`config.mk`:
```
export PLATFORM = sky130hd
export DESIGN_NAME = sdcmd_seq
export DESIGN_NICKNAME = d
export VERILOG_FILES = /design/src/rtl/sdcmd_seq.sv
export SDC_FILE = /design/constraint.sdc
export NUM_CORES = 1
export LEC_CHECK = 0
export CAP_MARGIN = 20
export CORE_ASPECT_RATIO = 0.75
export CORE_UTILIZATION = 52
export DETAILED_ROUTE_END_ITERATION = 6
export GPL_ROUTABILITY_DRIVEN = 0
export GPL_TIMING_DRIVEN = 0
export PLACE_DENSITY_LB_ADDON = 0.25
export SLEW_MARGIN = 20
export SYNTH_ARGS = -nofsm -noshare
export SYNTH_HDL_FRONTEND = slang
export SYNTH_SLANG_ARGS = --single-unit
```
`constraint.sdc`:
```
create_clock -name i_clk -period 5.8 [get_ports i_clk]
set_input_delay 0.87 -clock i_clk [delete_from_list [all_inputs] [get_ports i_clk]]
set_output_delay 0.87 -clock i_clk [all_outputs]
set_load 0.02 [all_outputs]
```
`src/rtl/sdcmd_seq.sv`:
```
// sdcmd_seq: SD command-line sequencer.
// Frames and shifts out one 48-bit SD command per request. It then optionally
// collects a 48-bit reply, with a timeout, and checks the reply's framing and CRC7.
module sdcmd_seq #(
    parameter int LGTIMEOUT = 6
) (
    input  logic        i_clk,
    input  logic        i_reset_n,
    input  logic        i_ckstb,
    input  logic        i_cfg_pp,
    input  logic        i_cmd_valid,
    output logic        o_cmd_ready,
    input  logic [5:0]  i_cmd_index,
    input  logic [31:0] i_cmd_arg,
    input  logic [1:0]  i_rsp_type,
    output logic        o_cmd_en,
    output logic        o_pp_cmd,
    output logic [1:0]  o_cmd_data,
    input  logic [1:0]  i_cmd_strb,
    input  logic [1:0]  i_cmd_data,
    output logic        o_busy,
    output logic        o_done,
    output logic [1:0]  o_err,
    output logic [37:0] o_rsp
);

    typedef enum logic [2:0] {
        S_IDLE,
        S_TX,
        S_WAIT,
        S_RX,
        S_DONE
    } state_t;

    state_t                 state, state_nxt;
    logic [47:0]            tx_sr;
    logic [5:0]             tx_cnt;
    logic [LGTIMEOUT-1:0]   to_cnt;
    logic [47:0]            rx_sr;
    logic [5:0]             rx_cnt;
    logic [1:0]             rsp_kind;
    logic [1:0]             err_q;
    logic [37:0]            rsp_q;

    logic [39:0]            cmd_word;
    logic [47:0]            cmd_frame;
    logic                   rsp_none;
    logic                   take_hi, take_lo;
    logic [47:0]            rx_nxt;
    logic [5:0]             rx_cnt_nxt;
    logic                   rx_start, rx_full, rx_frame_bad, rx_crc_bad;
    logic [1:0]             rx_err;
    logic                   wait_expired;

    // CRC7, polynomial x^7 + x^3 + 1, zero initial value, processed MSB first
    function automatic logic [6:0] crc7(input logic [39:0] bits);
        logic [6:0]  c;
        logic [39:0] b;
        logic        fb;
        c = '0;
        b = bits;
        for (int unsigned i = 0; i < 40; i++) begin
            fb = b[39] ^ c[6];
            c  = {c[5:0], 1'b0};
            if (fb) c = c ^ 7'h09;
            b  = {b[38:0], 1'b0};
        end
        return c;
    endfunction

    assign cmd_word  = {2'b01, i_cmd_index, i_cmd_arg};
    assign cmd_frame = {cmd_word, crc7(cmd_word), 1'b1};
    assign rsp_none  = (rsp_kind == 2'b00) || (rsp_kind == 2'b11);
    assign o_rsp     = rsp_q;

    // Reply bit intake: hunt for the start bit in WAIT, shift up to 48 bits in RX ([1] before [0])
    always_comb begin
        take_hi    = 1'b0;
        take_lo    = 1'b0;
        rx_nxt     = rx_sr;
        rx_cnt_nxt = rx_cnt;
        if (state == S_RX) begin
            take_hi = i_cmd_strb[1];
            take_lo = i_cmd_strb[0];
        end else if (state == S_WAIT) begin
            // leading ones are idle line; once [1] is the start bit, [0] is already reply bit 2
            take_hi = i_cmd_strb[1] & ~i_cmd_data[1];
            take_lo = i_cmd_strb[0] & (take_hi | ~i_cmd_data[0]);
        end
        if (take_hi && rx_cnt_nxt != 6'd48) begin
            rx_nxt     = {rx_nxt[46:0], i_cmd_data[1]};
            rx_cnt_nxt = rx_cnt_nxt + 6'd1;
        end
        if (take_lo && rx_cnt_nxt != 6'd48) begin
            rx_nxt     = {rx_nxt[46:0], i_cmd_data[0]};
            rx_cnt_nxt = rx_cnt_nxt + 6'd1;
        end
    end

    assign rx_start     = (state == S_WAIT) && (take_hi || take_lo);
    assign rx_full      = (rx_cnt_nxt == 6'd48);
    assign rx_frame_bad = rx_nxt[46] | ~rx_nxt[0];
    assign rx_crc_bad   = (rsp_kind == 2'b01) && (crc7(rx_nxt[47:8]) != rx_nxt[7:1]);
    assign rx_err       = rx_frame_bad ? 2'b11 : (rx_crc_bad ? 2'b10 : 2'b00);
    assign wait_expired = i_ckstb && (to_cnt == '1);

    // State register
    always_ff @(posedge i_clk) begin
        if (!i_reset_n) state <= S_IDLE;
        else            state <= state_nxt;
    end

    // Next-state decode and PHY/handshake outputs
    always_comb begin
        state_nxt   = state;
        o_cmd_ready = 1'b0;
        o_busy      = 1'b0;
        o_done      = 1'b0;
        o_err       = 2'b00;
        o_cmd_en    = 1'b0;
        o_pp_cmd    = 1'b0;
        o_cmd_data  = 2'b11;
        case (state)
            S_IDLE: begin
                o_cmd_ready = 1'b1;
                if (i_cmd_valid) state_nxt = S_TX;
            end
            S_TX: begin
                o_busy   = 1'b1;
                o_pp_cmd = i_cfg_pp;
                if (i_ckstb) begin
                    o_cmd_en   = 1'b1;
                    o_cmd_data = {2{tx_sr[47]}};
                    if (tx_cnt == 6'd47) state_nxt = rsp_none ? S_DONE : S_WAIT;
                end
            end
            S_WAIT: begin
                o_busy = 1'b1;
                if (rx_start)          state_nxt = S_RX;
                else if (wait_expired) state_nxt = S_DONE;
            end
            S_RX: begin
                o_busy = 1'b1;
                if (rx_full) state_nxt = S_DONE;
            end
            S_DONE: begin
                o_done    = 1'b1;
                o_err     = err_q;
                state_nxt = S_IDLE;
            end
            default: state_nxt = S_IDLE;
        endcase
    end

    // Datapath: command shifter, timeout counter, reply collector, result registers
    always_ff @(posedge i_clk) begin
        if (!i_reset_n) begin
            tx_sr    <= '0;
            tx_cnt   <= '0;
            to_cnt   <= '0;
            rx_sr    <= '0;
            rx_cnt   <= '0;
            rsp_kind <= '0;
            err_q    <= '0;
            rsp_q    <= '0;
        end else begin
            case (state)
                S_IDLE: begin
                    if (i_cmd_valid) begin
                        tx_sr    <= cmd_frame;
                        tx_cnt   <= '0;
                        rsp_kind <= i_rsp_type;
                        err_q    <= '0;
                    end
                end
                S_TX: begin
                    to_cnt <= '0;
                    rx_cnt <= '0;
                    if (i_ckstb) begin
                        tx_sr  <= {tx_sr[46:0], 1'b0};
                        tx_cnt <= tx_cnt + 6'd1;
                    end
                end
                S_WAIT: begin
                    rx_sr  <= rx_nxt;
                    rx_cnt <= rx_cnt_nxt;
                    if (i_ckstb) to_cnt <= to_cnt + LGTIMEOUT'(1);
                    if (!rx_start && wait_expired) err_q <= 2'b01;
                end
                S_RX: begin
                    rx_sr  <= rx_nxt;
                    rx_cnt <= rx_cnt_nxt;
                    if (rx_full) begin
                        err_q <= rx_err;
                        rsp_q <= rx_nxt[45:8];
                    end
                end
                default: ;
            endcase
        end
    end

endmodule
```
==> run metrics <==
Max VDD drop between 0.00015 and 0.0002 V; count of final hold-check violations 0; Crit Path Category register to register; Slew Limit Fails 0; vias in the first global route slightly below 8000; Fmax 175 MHz; Primary FF master, synth dfxtp_1; Critical Path Source Type register; Post-synth EDFFs 0; post-synthesis sequential area ratio a little over a third; largest fanout on the critical path 7; H-tree Lvls 4; Critical Path Max Stage Delay 0.47 ns; I/O Buffers 94; DR pass1 iterations 6; status finished, final reports clean; Flop pwr share 38.7%; Total Wirelength around 26000 µm; Finished Layout Cells 1423; first-pass GRT wire length 40500 µm; io pins 96; worst relative slew slack 38.5%; switching share of power 33.6%; Area Overhead vs Synth 26.1%; fill count 1365; CTS Sinks 159; Critical Path RT 6.10 ns; Worst setup EP type register; Synth async-reset ratio 0%; Max-cap violations 0; initial antenna violation count 0; post-placement cell area just over 10000 µm²; post-route setup TNS 0 ns; DRT iter0 DRCs 986; proportion of layout cells with a drive suffix above 1 14.2%; cts hold-fix bufs 0; cell taking the most area after synthesis dfxtp_1; worst setup path end err_q[1]; largest net degree at the start of global routing 17; Yosys warning count 0; Syn Nets 1108; DRC errors left 0; # setup viols final 0; Synth top area share a little over a third; count of cell types in the netlist 72; Worst path slowest cell or4b_4; via count about 8300; core area 16900 µm²; hold_ws 0.455 ns; die area 17900 µm²; dpl hpwl 18400 µm; top-count cell post-synth nor2_1; power per cell area 280 nW/µm²; flop2flop setup slack 0.09 ns; worst r2r src rx_cnt[0]; Gate Count Post-Synth 1052; fin crit share ~98%; CTS tree done; Post-synth top cells nor2_1 (169), dfxtp_1 (159), nand2_1 (123), xnor2_1 (106), xor2_1 (49); Vias/cell 5.87; Seq cells post-synth 159; CP startpoint rx_cnt[0]; Worst-path clk slew 0.07 ns; Initial Utilization 53.5%; Worst R2R End err_q[1]; Site Rows 41; Pleak between 4 and 5 nW; post-route ant nets 0; syn_area_per_cell 8.58 µm²; clock buffer depth 2; post-route cell area 11400 µm²; DP Worst Slack -1.68 ns; nets@finish ~1300; combinational share of power 28.5%; Final Skew 0.00810 ns; synthesized area 9030 µm²; worst skew pair latency 0.43 ns; min-delay worst type register to register; FF-to-FF path depth 25; final setup margin 0.0929 ns; cts bufs inserted 17; CTS root buffer clkbuf_16; GRT overflow 0; Worst-Margin Slew 0.920 ns; Clk pwr share 32.8%; number of diodes 0; Die Span Y 116 µm; post-route minimum period around 5.7 ns; synth top area cells dfxtp_1 (35%), xnor2_1 (10%), nor2_1 (7.0%); dpl cells 1361; Total Routing Usage GR 29.3%; Die Wd 154 µm; Arr. time, crit path 6.01 ns; sw power between 0.001 and 0.0015 W; cell mode on critical path buf_4; internal cell power 0.00211 W; drt wl/cell 18.5 µm
==> power groups by stage <==
| stage | sequential, W | combinational, W | clock, W |
|---|---|---|---|
| after floorplan | 0.00124 | 0.000675 | 0 |
| after global placement | 0.00125 | 0.000876 | 0 |
| after detailed placement | 0.00125 | 0.000891 | 0 |
| after global routing | 0.00124 | 0.000994 | 0.00110 |
| final | 0.00123 | 0.000907 | 0.00104 |
| after CTS | 0.00123 | 0.000898 | 0.00106 |
==> worst max-delay path: cells and delay by family, from the launching register on <==
kind / cells / cell delay [ns]
xor+xnor: 5 / 1.32
compound gates: 6 / 1.29
buf+inv: 8 / 1.04
simple gates: 3 / 0.98
flops: 1 / 0.36
fa+ha+maj: 2 / 0.34
mux: 1 / 0.23
==> cell families after synthesis <==
group | count (synthesis) | share of synthesized area (%)
AOI/OAI and AO/OA | 172 | 14.7
xor gates and xnor gates | 172 | 19.0
adders and majority gates | 7 | 0.970
buffers and inverters | 80 | 4.02
DFF | 159 | 35.3
muxes | 47 | 5.38
and+or+nand+nor | 415 | 20.6
==> per-stage QoR <==
step                total power (W)  utilization (%)
detailed placement          0.00214             60.7
global placement            0.00213             60.7
CTS                         0.00318             65.4
floorplan                   0.00192                -
global route                0.00334             67.5
finish                      0.00318             67.5
==> layout by cell type (no fill, tap or decap), types with 17 or more instances in the layout <==
cell type        count
buf_4               34
o22ai_1             18
nand2_1            123
dfxtp_1            156
a21oi_1             42
a311oi_1            39
clkbuf_16           17
nor2_1             162
mux2i_1             41
nor3_1              30
xor2_1              44
clkbuf_1            43
xnor2_1             95
clkdlybuf4s50_1     92
and2_1              20
==> area by class of cell <==
| class | instances | area (µm²) | share of cell area [%] |
|---|---|---|---|
| flip-flops and latches | 159 | 3190 | 28.0 |
| repair buffers | 124 | 1160 | 10.2 |
| multi-input cells | 813 | 5810 | 51.0 |
| inverters | 12 | 45.0 | 0.396 |
| well taps | 215 | 269 | 2.36 |
| clock inverters | 14 | 108 | 0.945 |
| clock buffers | 18 | 429 | 3.77 |
| plain buffers | 68 | 375 | 3.30 |
==> registers in the layout, indices dropped and copies added (netlist names) <==
register and flops:
rx_cnt 6, state 3, tx_cnt 6, rsp_kind 2, o_rsp 38, to_cnt 6
rx_sr 48, err_q 2, tx_sr 48
==> what timing repair did <==
action / CTS / global route
endpoints found under the setup margin: 42 / 39
setup buffers: 9 / 21
pin swaps: 11 / 15
gates cloned: 0 / 0
resized for setup: 41 / 38
==> worst min-delay path by stage <==
| stage | start | end | slack (ns) | cells after the start |
|---|---|---|---|---|
| 2_1_floorplan | rsp_kind[1] | rsp_kind[1] | 0.44 | 2 |
| 3_3_place_gp | rsp_kind[1] | rsp_kind[1] | 0.45 | 2 |
| 3_5_place_dp | o_rsp[20] | o_rsp[20] | 0.45 | 2 |
| 4_1_cts | o_rsp[20] | o_rsp[20] | 0.46 | 2 |
| 5_1_grt | o_rsp[25] | o_rsp[25] | 0.48 | 2 |
| 6_report | o_rsp[20] | o_rsp[20] | 0.45 | 2 |
==> metal layers <==
| layer | global-route usage [%] | routed length (µm) |
|---|---|---|
| met4 | 8.53 | 321 |
| met1 | 41.8 | 12300 |
| met2 | 44.2 | 11200 |
| met5 | 1.59 | 0 |
| met3 | 6.83 | 2460 |
(Power assumes the default switching activity.)
